### config.mk
export PLATFORM = sky130hd
export DESIGN_NAME = joybus_tx
export DESIGN_NICKNAME = d
export VERILOG_FILES = /design/src/rtl/joybus_pkg.sv /design/src/rtl/joybus_cell_timer.sv /design/src/rtl/joybus_tx.sv
export SDC_FILE = /design/constraint.sdc
export NUM_CORES = 1
export LEC_CHECK = 0
export CORE_MARGIN = 1.5
export CORE_UTILIZATION = 57
export DETAILED_ROUTE_END_ITERATION = 12
export PLACE_DENSITY = 0.88
export SLEW_MARGIN = 30
export SYNTH_ARGS = -nofsm -noshare
export SYNTH_HDL_FRONTEND = slang
export SYNTH_SLANG_ARGS = --single-unit
### constraint.sdc
create_clock -name clk -period 2.61 [get_ports clk]
set_input_delay 0.522 -clock clk [delete_from_list [all_inputs] [get_ports clk]]
set_output_delay 0.522 -clock clk [all_outputs]
set_load 0.005 [all_outputs]
### src/rtl/joybus_pkg.sv
// rtl/joybus_pkg.sv - shared timing constants, counter sizing and state enum for the joybus transmitter
package joybus_pkg;

   localparam int DEF_US_CYC      = 50;
   localparam int DEF_STOP_LOW_US = 2;
   localparam int DEF_GAP_US      = 4;

   localparam int CELL_US  = 4;
   localparam int SHORT_US = 1;
   localparam int LONG_US  = 3;

   typedef enum logic [2:0] {
      ST_IDLE,
      ST_BIT_LOW,
      ST_BIT_HIGH,
      ST_STOP_LOW,
      ST_GAP
   } tx_state_t;

   // Counter holds (length - 1), so the longest phase needs clog2(longest) bits.
   function automatic int cnt_w(input int us, input int stop_us, input int gap_us);
      int m;
      m = CELL_US * us;
      if (stop_us * us > m) m = stop_us * us;
      if (gap_us * us > m)  m = gap_us * us;
      return (m > 2) ? $clog2(m) : 1;
   endfunction

endpackage

### src/rtl/joybus_cell_timer.sv
// rtl/joybus_cell_timer.sv - loadable down-counter; tc is high while the count sits at zero
module joybus_cell_timer #(
   parameter int W = 8
) (
   input  logic         clk,
   input  logic         rst_n,
   input  logic         load,
   input  logic [W-1:0] load_val,
   output logic         tc
);

   logic [W-1:0] count;

   always_ff @(posedge clk or negedge rst_n) begin
      if (!rst_n) begin
         count <= '0;
      end else if (load) begin
         count <= load_val;
      end else if (count != '0) begin
         count <= count - W'(1);
      end
   end

   assign tc = (count == '0);

endmodule

### src/rtl/joybus_tx.sv
// rtl/joybus_tx.sv - joybus single-wire transmitter: hold register, MSB-first shifter, cell/stop FSM
// Optional post-stop idle gap enabled by defining JOYBUS_TX_GAP_EN.
module joybus_tx
   import joybus_pkg::*;
#(
   parameter int US_CYC      = DEF_US_CYC,
   parameter int STOP_LOW_US = DEF_STOP_LOW_US,
   parameter int GAP_US      = DEF_GAP_US
) (
   input  logic       clk,
   input  logic       rst_n,
   input  logic [7:0] s_data,
   input  logic       s_valid,
   input  logic       s_last,
   output logic       s_ready,
   output logic       jb_drive_low,
   output logic       busy,
   output logic       done,
   output logic       underrun
);

   localparam int W = cnt_w(US_CYC, STOP_LOW_US, GAP_US);
   localparam logic [W-1:0] SHORT_M1 = W'(SHORT_US * US_CYC - 1);
   localparam logic [W-1:0] LONG_M1  = W'(LONG_US * US_CYC - 1);
   localparam logic [W-1:0] STOP_M1  = W'(STOP_LOW_US * US_CYC - 1);
`ifdef JOYBUS_TX_GAP_EN
   localparam logic [W-1:0] GAP_M1   = W'(GAP_US * US_CYC - 1);
`endif

   tx_state_t    state;
   logic [7:0]   hold_data;
   logic         hold_valid;
   logic         hold_last;
   logic [7:0]   shreg;
   logic [2:0]   bit_cnt;
   logic         cur_last;
   logic         live;
   logic         tmr_load;
   logic         tmr_tc;
   logic [W-1:0] tmr_val;

   function automatic logic [W-1:0] low_m1(input logic b);
      return b ? SHORT_M1 : LONG_M1;
   endfunction

   function automatic logic [W-1:0] high_m1(input logic b);
      return b ? LONG_M1 : SHORT_M1;
   endfunction

   assign s_ready = live & ~hold_valid;

   // Timer reload mirrors the FSM transitions below so the next phase starts on the same edge.
   always_comb begin
      tmr_load = 1'b0;
      tmr_val  = '0;
      case (state)
         ST_IDLE: begin
            tmr_load = hold_valid;
            tmr_val  = low_m1(hold_data[7]);
         end
         ST_BIT_LOW: begin
            tmr_load = tmr_tc;
            tmr_val  = high_m1(shreg[7]);
         end
         ST_BIT_HIGH: begin
            tmr_load = tmr_tc;
            if (bit_cnt != 3'd0)
               tmr_val = low_m1(shreg[6]);
            else if (!cur_last && hold_valid)
               tmr_val = low_m1(hold_data[7]);
            else
               tmr_val = STOP_M1;
         end
         ST_STOP_LOW: begin
`ifdef JOYBUS_TX_GAP_EN
            tmr_load = tmr_tc;
            tmr_val  = GAP_M1;
`endif
         end
         default: ;
      endcase
   end

   joybus_cell_timer #(.W(W)) u_timer (
      .clk      (clk),
      .rst_n    (rst_n),
      .load     (tmr_load),
      .load_val (tmr_val),
      .tc       (tmr_tc)
   );

   always_ff @(posedge clk or negedge rst_n) begin
      if (!rst_n) begin
         state        <= ST_IDLE;
         hold_data    <= '0;
         hold_valid   <= 1'b0;
         hold_last    <= 1'b0;
         shreg        <= '0;
         bit_cnt      <= '0;
         cur_last     <= 1'b0;
         live         <= 1'b0;
         jb_drive_low <= 1'b0;
         busy         <= 1'b0;
         done         <= 1'b0;
         underrun     <= 1'b0;
      end else begin
         live     <= 1'b1;
         done     <= 1'b0;
         underrun <= 1'b0;
         if (s_valid && s_ready) begin
            hold_data  <= s_data;
            hold_last  <= s_last;
            hold_valid <= 1'b1;
         end
         case (state)
            ST_IDLE: begin
               if (hold_valid) begin
                  shreg        <= hold_data;
                  cur_last     <= hold_last;
                  hold_valid   <= 1'b0;
                  bit_cnt      <= 3'd7;
                  jb_drive_low <= 1'b1;
                  busy         <= 1'b1;
                  state        <= ST_BIT_LOW;
               end
            end
            ST_BIT_LOW: begin
               if (tmr_tc) begin
                  jb_drive_low <= 1'b0;
                  state        <= ST_BIT_HIGH;
               end
            end
            ST_BIT_HIGH: begin
               if (tmr_tc) begin
                  jb_drive_low <= 1'b1;
                  if (bit_cnt != 3'd0) begin
                     shreg   <= {shreg[6:0], 1'b0};
                     bit_cnt <= bit_cnt - 3'd1;
                     state   <= ST_BIT_LOW;
                  end else if (cur_last) begin
                     state <= ST_STOP_LOW;
                  end else if (hold_valid) begin
                     shreg      <= hold_data;
                     cur_last   <= hold_last;
                     hold_valid <= 1'b0;
                     bit_cnt    <= 3'd7;
                     state      <= ST_BIT_LOW;
                  end else begin
                     underrun <= 1'b1;
                     state    <= ST_STOP_LOW;
                  end
               end
            end
            ST_STOP_LOW: begin
               if (tmr_tc) begin
                  jb_drive_low <= 1'b0;
                  done         <= 1'b1;
`ifdef JOYBUS_TX_GAP_EN
                  state        <= ST_GAP;
`else
                  busy         <= 1'b0;
                  state        <= ST_IDLE;
`endif
               end
            end
            ST_GAP: begin
               if (tmr_tc) begin
                  busy  <= 1'b0;
                  state <= ST_IDLE;
               end
            end
            default: begin
               jb_drive_low <= 1'b0;
               busy         <= 1'b0;
               state        <= ST_IDLE;
            end
         endcase
      end
   end

endmodule

==> results.sh <==
export IMPL_wl_per_cell_um=16.1
export IMPL_fmax_mhz=442
export IMPL_wl_um=4100
export IMPL_worst_path_max_fanout=18
export IMPL_synth_xor_area_share_pct=2.64
export IMPL_final_antenna_net_count=0
export IMPL_fp_dieW_um=62.1
export IMPL_clock_skew_ns=0.00841
export IMPL_vias=1521
export IMPL_htreeDepth=2
export IMPL_drtIter0Drc=85
export IMPL_rows=21
export IMPL_synth_largest_area_cell="dfrtp_1"
export IMPL_dpl_instance_area_sq_mm=0.00221
export IMPL_critPathLaunchType="flip-flop"
export IMPL_synthArstFlopShare_pct=100
export IMPL_cts_sinks=37
export IMPL_tns_ns=0
export IMPL_ys_seq_elements=37
export IMPL_grt_pass1_wl_um=6760
export IMPL_insertion_delay_ns=0.34
export IMPL_ys_warnings_count=0
export IMPL_synth_compound_area_share_pct=16.7
export IMPL_io_buffers=16
export IMPL_synth_top_area_share_pct=46.5
export IMPL_synthTopCellsByArea="dfrtp_1 (47%), mux2_2 (5.1%), ha_1 (5.0%), a2bb2oi_1 (3.5%), mux2i_1 (3.5%)"
export IMPL_multiInputGateArea_sq_mm=0.00101
export IMPL_cts_tree="yes"
export IMPL_synth_ff_type="dfrtp_1"
export IMPL_core_area_sq_mm=0.00334
export IMPL_synth_simple_area_share_pct=17.5
export IMPL_drc=0
export IMPL_antennaDiodeCount=0
export IMPL_p_leak_nw=1.03
export IMPL_hold_ws_ns=0.509
export IMPL_synth_edf_count=0
export IMPL_fill_cells=264
export IMPL_clk_pin_slew_worst_paths_ns=0.09
export IMPL_area_delta_synth_final_pct=13.9
export IMPL_place_hpwl_um=3010
export IMPL_grt_pass1_vias=1519
export IMPL_cts_made_buffers=5
export IMPL_synth_adder_area_share_pct=5.03
export IMPL_post_cts_setup_buffers=0
export IMPL_ys_seq_area_share_pct=46.5
export IMPL_register_area_sq_um=926
export IMPL_synth_top_family_by_area="simple AND/OR/NAND/NOR gates"
export IMPL_yosysUniqueCellTypes=43
export IMPL_hp_class="flip-flop to flip-flop"
export IMPL_post_cts_resized=0
export IMPL_synth_most_common_cell="dfrtp_1"
export IMPL_firstDrtPassIters=5
export IMPL_cts_root_buf="clkbuf_4"
export IMPL_overflow=0
export IMPL_cp_required_ns=2.09
export IMPL_slew_headroom_pct=59.3
export IMPL_final_nets=229
export IMPL_finalPower_w=0.00117
export IMPL_final_hold_viol_count=0
export IMPL_final_max_slew_viol_count=0
export IMPL_cts_buffer_depth=2
export IMPL_antenna_found_initial=0
export IMPL_syn_area_sq_mm=0.00199
export IMPL_finalSetupViolCount=0
export IMPL_p_per_area_mw_per_mm2=515
export IMPL_grt_max_degree=38
export IMPL_hold_buffers=0
export IMPL_io_pins=17
export IMPL_peakVddDrop_uv=602
export IMPL_status="complete, no violations"
export IMPL_ys_top_cells_by_count="dfrtp_1 (37), nand2b_1 (11), inv_1 (10)"
export IMPL_tightest_slew_ns=0.605
export IMPL_drive_gt1_share_pct=12.0
export IMPL_syn_area_per_cell_sq_um=10.6
export IMPL_dieArea_sq_mm=0.00386
export IMPL_gr_usage_all_layers_pct=24.7
export IMPL_initial_core_util_pct=59.7
export IMPL_critPathKind="flip-flop to primary output"
export IMPL_cp_data_arrival_time_ns=1.74
export IMPL_max_cap_violations=0
export IMPL_syn_inst=188
export IMPL_fin_crit_sh_pct=86.7
export IMPL_rsz0062_at_grt="no"
export IMPL_synth_net_count=208
export IMPL_die_height_um=62.1
export IMPL_period_needed_ns=2.26
export IMPL_synthMuxAreaShare_pct=8.61
export IMPL_end_kind="primary output"
export IMPL_gp_congestion=0.834
export IMPL_viasPerCell=5.96
export IMPL_design_area_sq_mm=0.00227
metrics by stage:
stage | setup slack, ns | cells | util, %
after floorplan | 0.745 | 188 | -
after global routing | 0.298 | 255 | 67.9
final | 0.347 | 255 | 67.9
after detailed placement | 0.544 | 248 | 66.3
after global placement | 0.606 | 248 | 66.3
after CTS | 0.340 | 255 | 67.9
state kept, by name (all words and copies together), names as in the netlist:
signal and count:
shreg 8, hold_last 1, cur_last 1, u_timer.count 8, live 1, jb_drive_low 1, state 2, bit_cnt 3
hold_data 8, underrun 1, busy 1, done 1, hold_valid 1
report_power, final:
part / total (W) / switching, W / internal [W]
sequential: 0.000686 / 0.0000488 / 0.000637
combinational: 0.000178 / 0.0000693 / 0.000109
clock: 0.000304 / 0.000177 / 0.000127
cell type report:
| type | instances | share of cell area, % |
|---|---|---|
| Tap cell | 46 | 2.54 |
| Timing Repair Buffer | 19 | 8.06 |
| Multi-Input combinational cell | 136 | 44.5 |
| Clock buffer | 7 | 2.43 |
| Inverter | 10 | 1.66 |
| Sequential cell | 37 | 40.8 |
final timing paths:
path                            depth (start not counted)  slack [ns]        startpoint                to
worst max-delay path                                    2        0.35        hold_valid           s_ready
worst min-delay path                                    1        0.51      hold_data[1]      hold_data[1]
worst max register to register                          6        0.51  u_timer.count[0]  u_timer.count[2]
worst min register to register                          1        0.51      hold_data[1]      hold_data[1]
max in group asynchronous                               2        1.70             rst_n      jb_drive_low
min in group asynchronous                               2        0.58             rst_n      hold_data[6]
metal layers:
metal	wire, um	GRT usage [%]
met3	198	7.87
met1	1710	30.6
met2	2140	39.1
met5	0	0
met4	58	12.2
placed cells by master (no fill, tap or decap), types with 2 or more instances in the layout:
master,count
nand3_1,4
or3_1,3
nor3_1,5
nand2_1,9
xnor2_1,3
o21ai_1,4
o31ai_1,4
and3_1,2
a31oi_1,3
a311oi_1,2
buf_4,3
xor2_1,3
nand2b_1,11
mux2i_1,7
clkbuf_4,5
dfrtp_1,37
nor2b_1,6
mux2_2,9
inv_1,10
nor2_1,8
ha_1,8
o21ai_0,7
a21oi_1,8
nor3b_1,2
clkdlybuf4s50_1,16
nor4b_1,2
a2bb2oi_1,8
cells by family after synthesis:
family	count (synthesis)
AOI/OAI and AO/OA	45
other	1
and+or+nand+nor	60
xor gates and xnor gates	6
DFF	37
buffers and inverters	15
adders and majority gates	8
muxes	16
worst max-delay path, cell delays in order (launching register included):
cell	delay, ns
dfrtp_1	0.61
nor2b_1	0.25
clkdlybuf4s50_1	0.54
No activity file was read; power rests on OpenSTA's default activity.
